<file path="src/rtl/dmem_pkg.sv">
// Shared definitions for the data-memory responder.
//   state_t    : responder FSM states (IDLE, WAIT, RESP)
//   WORD_BYTES : bytes per stored word
//   ADDR_LSB   : byte-address bits below the word index
//   CNT_W      : width of the wait-state counter (WAIT_CYCLES <= 15)
package dmem_pkg;

  typedef enum logic [1:0] {
    IDLE = 2'd0,
    WAIT = 2'd1,
    RESP = 2'd2
  } state_t;

  localparam int WORD_BYTES = 4;
  localparam int ADDR_LSB   = 2;
  localparam int CNT_W      = 4;

endpackage

</file>
<file path="src/rtl/dmem_array.sv">
// Word storage for dmem_responder: synchronous write with per-byte strobes,
// combinational read of the indexed word.
// Ports:
//   clk   : clock, writes on rising edge
//   we    : write enable
//   be    : byte-lane strobes, lane i = bits 8i+7:8i
//   idx   : word index (shared by read and write)
//   wdata : write data
//   rdata : word currently at idx
module dmem_array
  import dmem_pkg::*;
#(
  parameter int DEPTH = 64,
  parameter int IDX_W = $clog2(DEPTH)
) (
  input  logic                  clk,
  input  logic                  we,
  input  logic [WORD_BYTES-1:0] be,
  input  logic [IDX_W-1:0]      idx,
  input  logic [31:0]           wdata,
  output logic [31:0]           rdata
);

  logic [31:0] mem [DEPTH];

  // NOTE: storage has no reset on purpose; contents survive a reset and a
  // reset loop over every word would not map onto a RAM macro.
  always_ff @(posedge clk) begin
    if (we) begin
      for (int i = 0; i < WORD_BYTES; i++) begin
        if (be[i]) mem[idx][8*i +: 8] <= wdata[8*i +: 8];
      end
    end
  end

  assign rdata = mem[idx];

endmodule

</file>
<file path="src/rtl/dmem_responder.sv">
// Memory-side responder for the core's data-memory port. Accepts one
// load/store over a valid/ready handshake, waits WAIT_CYCLES states, accesses
// the word storage and holds the response until the initiator takes it.
// Optional feature: define DMEM_BYTE_ENABLE_EN to add req_be byte strobes;
// without it every store writes the whole word.
// Ports:
//   clk, reset            : core clock, synchronous active-low reset
//   req_valid / req_ready : request handshake (ready only in IDLE)
//   req_we, req_addr, req_wdata (, req_be) : request, latched on acceptance
//   rsp_valid / rsp_ready : response handshake
//   rsp_rdata, rsp_err    : load data (0 for stores/errors), error flag
module dmem_responder
  import dmem_pkg::*;
#(
  parameter int DEPTH       = 64,
  parameter int WAIT_CYCLES = 2
) (
  input  logic                  clk,
  input  logic                  reset,
  input  logic                  req_valid,
  output logic                  req_ready,
  input  logic                  req_we,
`ifdef DMEM_BYTE_ENABLE_EN
  input  logic [WORD_BYTES-1:0] req_be,
`endif
  input  logic [31:0]           req_addr,
  input  logic [31:0]           req_wdata,
  output logic                  rsp_valid,
  input  logic                  rsp_ready,
  output logic [31:0]           rsp_rdata,
  output logic                  rsp_err
);

  localparam int IDX_W = $clog2(DEPTH);

  state_t                  state;
  logic [CNT_W-1:0]        cnt;
  logic                    lat_we;
  logic [31:0]             lat_addr;
  logic [31:0]             lat_wdata;

  // With zero wait states the access happens on the accepting edge, so the
  // access path reads the live request in IDLE and the latched copy later.
  logic                    acc_we;
  logic [31:0]             acc_addr;
  logic [31:0]             acc_wdata;
  logic [WORD_BYTES-1:0]   acc_be;
  logic                    do_access;
  logic                    acc_err;
  logic                    mem_we;
  logic [31:0]             mem_rdata;
  logic [31:0]             load_data;

  assign acc_we    = (state == IDLE) ? req_we    : lat_we;
  assign acc_addr  = (state == IDLE) ? req_addr  : lat_addr;
  assign acc_wdata = (state == IDLE) ? req_wdata : lat_wdata;

`ifdef DMEM_BYTE_ENABLE_EN
  logic [WORD_BYTES-1:0] lat_be;
  assign acc_be = (state == IDLE) ? req_be : lat_be;
`else
  assign acc_be = '1;
`endif

  assign do_access = ((state == IDLE) && req_valid && (WAIT_CYCLES == 0)) ||
                     ((state == WAIT) && (cnt == '0));

  // Misaligned, or any address bit above the word index set.
  assign acc_err = (|acc_addr[ADDR_LSB-1:0]) |
                   (|(acc_addr >> (IDX_W + ADDR_LSB)));

  // Reset wins over an access scheduled on the same edge.
  assign mem_we    = do_access && acc_we && !acc_err && reset;
  assign load_data = (acc_we || acc_err) ? 32'h0 : mem_rdata;

  dmem_array #(
    .DEPTH (DEPTH),
    .IDX_W (IDX_W)
  ) u_array (
    .clk   (clk),
    .we    (mem_we),
    .be    (acc_be),
    .idx   (acc_addr[IDX_W+ADDR_LSB-1:ADDR_LSB]),
    .wdata (acc_wdata),
    .rdata (mem_rdata)
  );

  // NOTE: the latched request fields are plain datapath registers and are
  // deliberately left out of reset; only control state is cleared.
  always_ff @(posedge clk) begin
    if (!reset) begin
      state     <= IDLE;
      cnt       <= '0;
      req_ready <= 1'b1;
      rsp_valid <= 1'b0;
      rsp_err   <= 1'b0;
      rsp_rdata <= '0;
    end else begin
      case (state)
        IDLE: begin
          if (req_valid) begin
            lat_we    <= req_we;
            lat_addr  <= req_addr;
            lat_wdata <= req_wdata;
`ifdef DMEM_BYTE_ENABLE_EN
            lat_be    <= req_be;
`endif
            req_ready <= 1'b0;
            if (WAIT_CYCLES == 0) begin
              state     <= RESP;
              rsp_valid <= 1'b1;
              rsp_err   <= acc_err;
              rsp_rdata <= load_data;
            end else begin
              state <= WAIT;
              cnt   <= CNT_W'(WAIT_CYCLES - 1);
            end
          end
        end
        WAIT: begin
          if (cnt == '0) begin
            state     <= RESP;
            rsp_valid <= 1'b1;
            rsp_err   <= acc_err;
            rsp_rdata <= load_data;
          end else begin
            cnt <= cnt - 1'b1;
          end
        end
        RESP: begin
          if (rsp_ready) begin
            state     <= IDLE;
            rsp_valid <= 1'b0;
            req_ready <= 1'b1;
          end
        end
        default: begin
          state     <= IDLE;
          req_ready <= 1'b1;
          rsp_valid <= 1'b0;
        end
      endcase
    end
  end

endmodule

</file>
<file path="config.mk">
export PLATFORM = sky130hd
export DESIGN_NAME = dmem_responder
export DESIGN_NICKNAME = d
export VERILOG_FILES = /design/src/rtl/dmem_pkg.sv /design/src/rtl/dmem_array.sv /design/src/rtl/dmem_responder.sv
export SDC_FILE = /design/constraint.sdc
export NUM_CORES = 2
export LEC_CHECK = 0
export ABC_AREA = 1
export CAP_MARGIN = 10
export CORE_MARGIN = 1
export CORE_UTILIZATION = 55
export CTS_CLUSTER_SIZE = 16
export DETAILED_ROUTE_END_ITERATION = 10
export MAX_ROUTING_LAYER = met4
export PLACE_DENSITY = 0.76
export SYNTH_ARGS = -nofsm -noshare
export SYNTH_HDL_FRONTEND = slang
export SYNTH_SLANG_ARGS = --single-unit
</file>
<file path="constraint.sdc">
create_clock -name clk -period 4.1 [get_ports clk]
set_input_delay 0.615 -clock clk [delete_from_list [all_inputs] [get_ports clk]]
set_output_delay 0.615 -clock clk [all_outputs]
set_load 0.05 [all_outputs]
</file>
After elaboration in Yosys (flattened, before gate mapping)
Memory sizes are Yosys's and may differ from the RTL's.
Cells that the tools add are included.
Storage, ports and cells
  output and inout port bits: 35
  flip-flop bits (word level): 106
  bits in writable memories: 2048
  memories: 1
  logic and storage cells: 56
Cells by class
  reduce and logical (&&, ||, !) cells: 17
  bitwise logic cells: 3
  equality and inequality tests: 6
  multiplexer cells: 19
  $add $sub $neg: 1
Memory list
  u_array.mem: depth 64, bits a word 32, rd ports 1, clocked after memory_dff 0, write ports 1, RTL line dmem_array.sv:24  | logic [31:0] mem [DEPTH];
Operators by type and width (count)
  $mux W32: 3
  $reduce_or A24 Y1: 1
  $reduce_and A3 Y1: 5
  $mux W4: 2
  $pmux W4 S2: 1
  $mux W1: 7
  $mux W2: 3
  $ne A2 B2 Y1 const B: 3
  $pmux W1 S3: 2
  $pmux W2 S3: 1
  $logic_and A1 B1 Y1: 4
  $logic_not A4 Y1: 1
  $sub A4 B1 Y4 const B: 1
  $eq A2 B1 Y1 const B: 1
  $eq A2 B2 Y1 const B: 1
  $logic_not A2 Y1: 1
  $ne A2 B1 Y1 const B: 1
  $not A1 Y1: 2
  $reduce_and A2 Y1: 1
  $reduce_bool A2 Y1: 1
  $reduce_or A2 Y1: 1
  $logic_not A1 Y1: 1
  $logic_or A1 B1 Y1: 1
  $or A1 B1 Y1: 1

Depth between registers and ports, before layout
  depth in word-level cells: 9
  gate-level depth with buffers: 17
  mapped depth without buffers: 15

By module
Synthesis repeated with hierarchy kept, for this count alone.
Unflattened totals
  cells, all modules: 9206
  area total of the unflattened synthesis: 91814.3 um^2
Modules (own cells, without submodules)
  dmem_array: sequential area each 61499.0 um^2, cells each 8691, times used 1, area each 87059.7 um^2
  dmem_responder: sequential area each 2772.7 um^2, cells each 515, times used 1, area each 4754.6 um^2

Least setup slack after synthesis
Ideal clock, no wire load.
  path kind: input to register
  start: input port reset
  end: register lat_addr[0] (enable)
  data arrival time: 3.625 ns
  setup time: 0.488 ns
  stages on the path: 3
  path buffers: 1
  path slack: -0.013 ns
  cells stage by stage: inv_1 clkbuf_1 nor2_1
Between the ends
  word-level cells in the longest chain between the ends: 1
Ends and longest elaborated chain
  from (decl): RTL line dmem_responder.sv:19  | input logic reset,
  $reduce_and A3 Y1 (no source line)
  to (signal assigned): RTL line dmem_responder.sv:103  | lat_addr <= req_addr;
  to (decl): RTL line dmem_responder.sv:39  | logic [31:0] lat_addr;
Every way passes these cells.
A chain may end at the register's enable or synchronous reset.

Final worst setup path
  start: register state[1]
  end: register rsp_rdata[18]
Between the ends
  word-level cells in the longest chain between the ends: 6
Ends and longest elaborated chain
  from (decl): RTL line dmem_responder.sv:36  | state_t state;
  from (signal assigned): RTL line dmem_responder.sv:92  | state <= IDLE;
  from (signal assigned): RTL line dmem_responder.sv:110  | state <= RESP;
  from (signal assigned): RTL line dmem_responder.sv:115  | state <= WAIT;
  branches (longest 6 deep; another with $mem_v2 Z64 W32)
  to (signal assigned): RTL line dmem_responder.sv:113  | rsp_rdata <= load_data;
  to (signal assigned): RTL line dmem_responder.sv:125  | rsp_rdata <= load_data;
  to (decl): RTL line dmem_responder.sv:30  | output logic [31:0] rsp_rdata,
Several ways; the timed one is not identified.

==> results.py <==
metrics = {
    "critical_path": {
        "cp.arrival_ps": 4680,
        "cpMaxStageDelayCell": "nor2_1",
        "r2r_start": "state[1]$_SDFFE_PN0P_",
        "cp.required_ps": 4890,
        "crit_chain": "nor2_4 > buf_4 > mux2i_1 > nand2_1 > nor2_1 > nand2_1 > nor2_1 > nand3_1 > a21oi_1",
        "crit_path_end_kind": "register",
        "path_depth": 9,
        "rr_worst_depth": 9,
        "cp_top_family": "simple AND/OR/NAND/NOR gates",
        "max_stage_delay_ps": 830,
        "cp-startpoint": "state[1]$_SDFFE_PN0P_",
        "cp_max_fo": 14,
        "cp_num_buf_inv": 1,
        "cp-start-kind": "register",
        "path_class": "register to register",
    },
    "timing": {
        "slew_viol_final": 0,
        "finalCritPeriodShare": 0.950,
        "rsz0062_at_grt": "false",
        "fin_setup_tns_ps": 0,
        "finalWorstSetupSlack_ps": 204,
        "skew_ps": 52.0,
        "hold_violations": 0,
        "max_slew.worst_pin.slew_ps": 1060,
        "setup_viol": 0,
        "slew_headroom": 0.289,
        "min_period_ps": 3900,
        "max_freq_ghz": 0.257,
    },
    "synthesis": {
        "yosysWarnings": 0,
        "netlist_area_mm2": 0.0891,
        "synth_cell_type_count": 32,
        "ys_ff_latch": 2154,
        "syn_area_per_cell_um2": 10.8,
        "synth_fp_nets": 8342,
        "syn_inst": 8271,
        "ys_seq_area_frac": 0.722,
    },
    "power_and_ir_drop": {
        "pwr_density_cell_mw_per_mm2": 520,
        "swShare": 0.291,
        "p_int_mw": 37.7,
        "peakVddDrop_mv": 0.459,
        "switchingPower_mw": 15.5,
        "power_frac_seq": 0.472,
        "p_clk_frac": 0.357,
        "leakagePower_nw": 40.4,
        "comb_power_share": 0.171,
    },
    "drt": {
        "wl_per_cell_um": 24.2,
        "ant_nets": 0,
        "dr_total_vias": 62000,
        "vias_per_cell": 5.74,
        "drtIter0Drc": 9384,
        "drc": 0,
        "first_pass_iters": 8,
        "totalWireLength_um": 261000,
    },
    "placement": {
        "io_buffers": 103,
        "placed_cells_incl_taps": 10400,
        "pre_cts_ws_ps": 119,
        "dpl.hpwl_um": 158000,
        "gp_congestion": 0.976,
    },
    "flow_run": {
        "maxCapViolations": 0,
    },
    "clock_tree": {
        "postCtsSetupBuffers": 0,
        "cts_hold_buf": 0,
        "htree_num_levels": 4,
        "postCtsResizedCells": 0,
        "clk_path_buf_depth": 3,
        "numClockSinks": 2154,
        "cts_made_buffers": 209,
        "cts_tree": "yes",
        "clockRootBuffer": "clkbuf_16",
        "cts.clk_slew.worst_paths_ps": 60,
        "clock_latency_ps": 880,
    },
    "final_layout": {
        "multi_input_area_mm2": 0.0208,
        "fill_cells": 11700,
        "seq_area_mm2": 0.0643,
        "drive_gt1_frac": 0.0812,
        "area_growth_pct": 14.8,
        "nets": 8518,
        "fin_cells": 10800,
    },
    "die": {
        "coreArea_mm2": 0.161,
        "initial_core_util": 0.555,
        "rows": 147,
        "die_x_um": 404,
        "die_h_um": 404,
        "io_pins": 104,
        "dieArea_mm2": 0.164,
    },
    "global_routing": {
        "grt-ovfl-total": 0,
        "grt_usage": 0.329,
        "grt_pass1_vias": 59200,
        "grt_pass1_wl_um": 380000,
        "grt_max_degree": 103,
        "antenna_found_initial": 13,
    },
    "min_path": {
        "hold_class": "input pin to register",
        "hold-path-cell-count": 1,
        "hp-start": "req_addr[5]",
    },
    "run_status": {
        "status": "finished, final reports clean",
    },
}
-- registers in the layout (all words and copies together) (netlist names) --
register,flops
cnt,4
rsp_err,1
req_ready,1
state,2
lat_addr,32
lat_we,1
u_array.mem,2048
lat_wdata,32
rsp_valid,1
rsp_rdata,32
-- kinds of logic (layout without fill, tap and decap cells) --
group                    Yosys count  count (layout)  synth area share
multiplexers                       1               1          0.000112
adder cells (fa/ha/maj)            2               2          0.000281
other                              0              14                 0
flip-flops                      2154            2154             0.722
AND/OR/NAND/NOR                 4624            4624             0.208
AO/OA/AOI/OAI                    287             287            0.0164
buffers and inverters           1203            1561            0.0531
-- cells in the mapped netlist --
cell type	number	share of area
buf_1	21	0.00089
ha_1	2	0.00028
or2_2	2	0.00014
buf_6	1	0.00013
nor2_2	5	0.00035
nor3_2	6	0.00067
nand2_1	3539	0.15
inv_2	5	0.00021
nand3_1	581	0.033
a31oi_1	5	0.00035
nand2_2	1	0.000070
clkinv_1	2	0.000084
and2_1	27	0.0019
o21ai_2	3	0.00030
nand4_2	1	0.00014
a21oi_1	73	0.0041
clkbuf_1	230	0.0097
a221o_1	1	0.00011
buf_4	5	0.00042
edfxtp_1	2113	0.71
buf_2	151	0.0085
nor2_1	325	0.014
inv_1	788	0.033
o21ai_0	204	0.011
dfxtp_1	41	0.0092
mux2i_1	1	0.00011
nor4_4	1	0.00024
or2_1	1	0.000070
nand4_1	127	0.0089
nand3b_1	1	0.000084
nor3_1	7	0.00039
o22ai_1	1	0.000070
-- through the flow --
stage,hold slack [ps],power (mW),utilization,instance area (µm²)
after floorplan,452,30.2,-,89100
after global placement,460,34.1,0.594,95400
after detailed placement,463,34.3,0.594,95400
after CTS,312,52.9,0.636,102000
after global routing,337,54.5,0.636,102000
final,353,53.1,0.637,102000
-- cells in the final DEF (no fill, tap or decap), types with 61 or more instances in the layout --
cell             synthesis  layout
buf_4                    5     139
inv_1                  788     787
buf_12                   0     131
edfxtp_1              2113    2113
clkbuf_16                0     209
a21oi_1                 73      73
nor2_4                   0      70
nand2_1               3539    3502
clkdlybuf4s50_1          0     103
clkinv_1                 2      61
nand4_1                127     127
nor2_1                 325     260
nand3_1                581     581
o21ai_0                204     204
-- worst reg2reg max path, cell delays in order (launching register included) --
cell and delay [ps]:
dfxtp_1 400, nor2_4 480, buf_4 250, mux2i_1 620
nand2_1 110, nor2_1 830, nand2_1 250, nor2_1 600
nand3_1 170, a21oi_1 150
-- power groups by stage --
stage | sequential (mW) | combinational, mW | clock (mW)
after global placement | 25.6 | 8.56 | 0
after detailed placement | 25.6 | 8.75 | 0
after CTS | 25.1 | 8.83 | 19.0
after global routing | 25.1 | 9.55 | 19.9
final | 25.1 | 9.08 | 19.0
after floorplan | 25.6 | 4.63 | 0
-- worst paths after layout --
path | slack, ps | end
min | 350 | lat_addr[5]$_DFFE_PP_
max reg2reg | 200 | rsp_rdata[18]$_SDFFE_PN0N_
max | 200 | rsp_rdata[18]$_SDFFE_PN0N_
min reg2reg | 470 | rsp_rdata[4]$_SDFFE_PN0N_
-- routing by layer --
layer | track usage | wire length (µm) | part of all wire
met5 | - | 0 | 0
met4 | 0.184 | 16400 | 0.063
met3 | 0.0696 | 33000 | 0.13
met2 | 0.483 | 118000 | 0.45
met1 | 0.429 | 94000 | 0.36
-- area by class of cell --
cell class | count | area share
multi-input cells | 4914 | 0.203
clock inverters | 151 | 0.0138
inverters | 795 | 0.0292
repair buffers | 373 | 0.0460
clock buffers | 242 | 0.0525
diodes | 14 | 0.000343
flip-flops and latches | 2154 | 0.629
well taps | 2160 | 0.0264
Power figures use the tool's default switching activity.
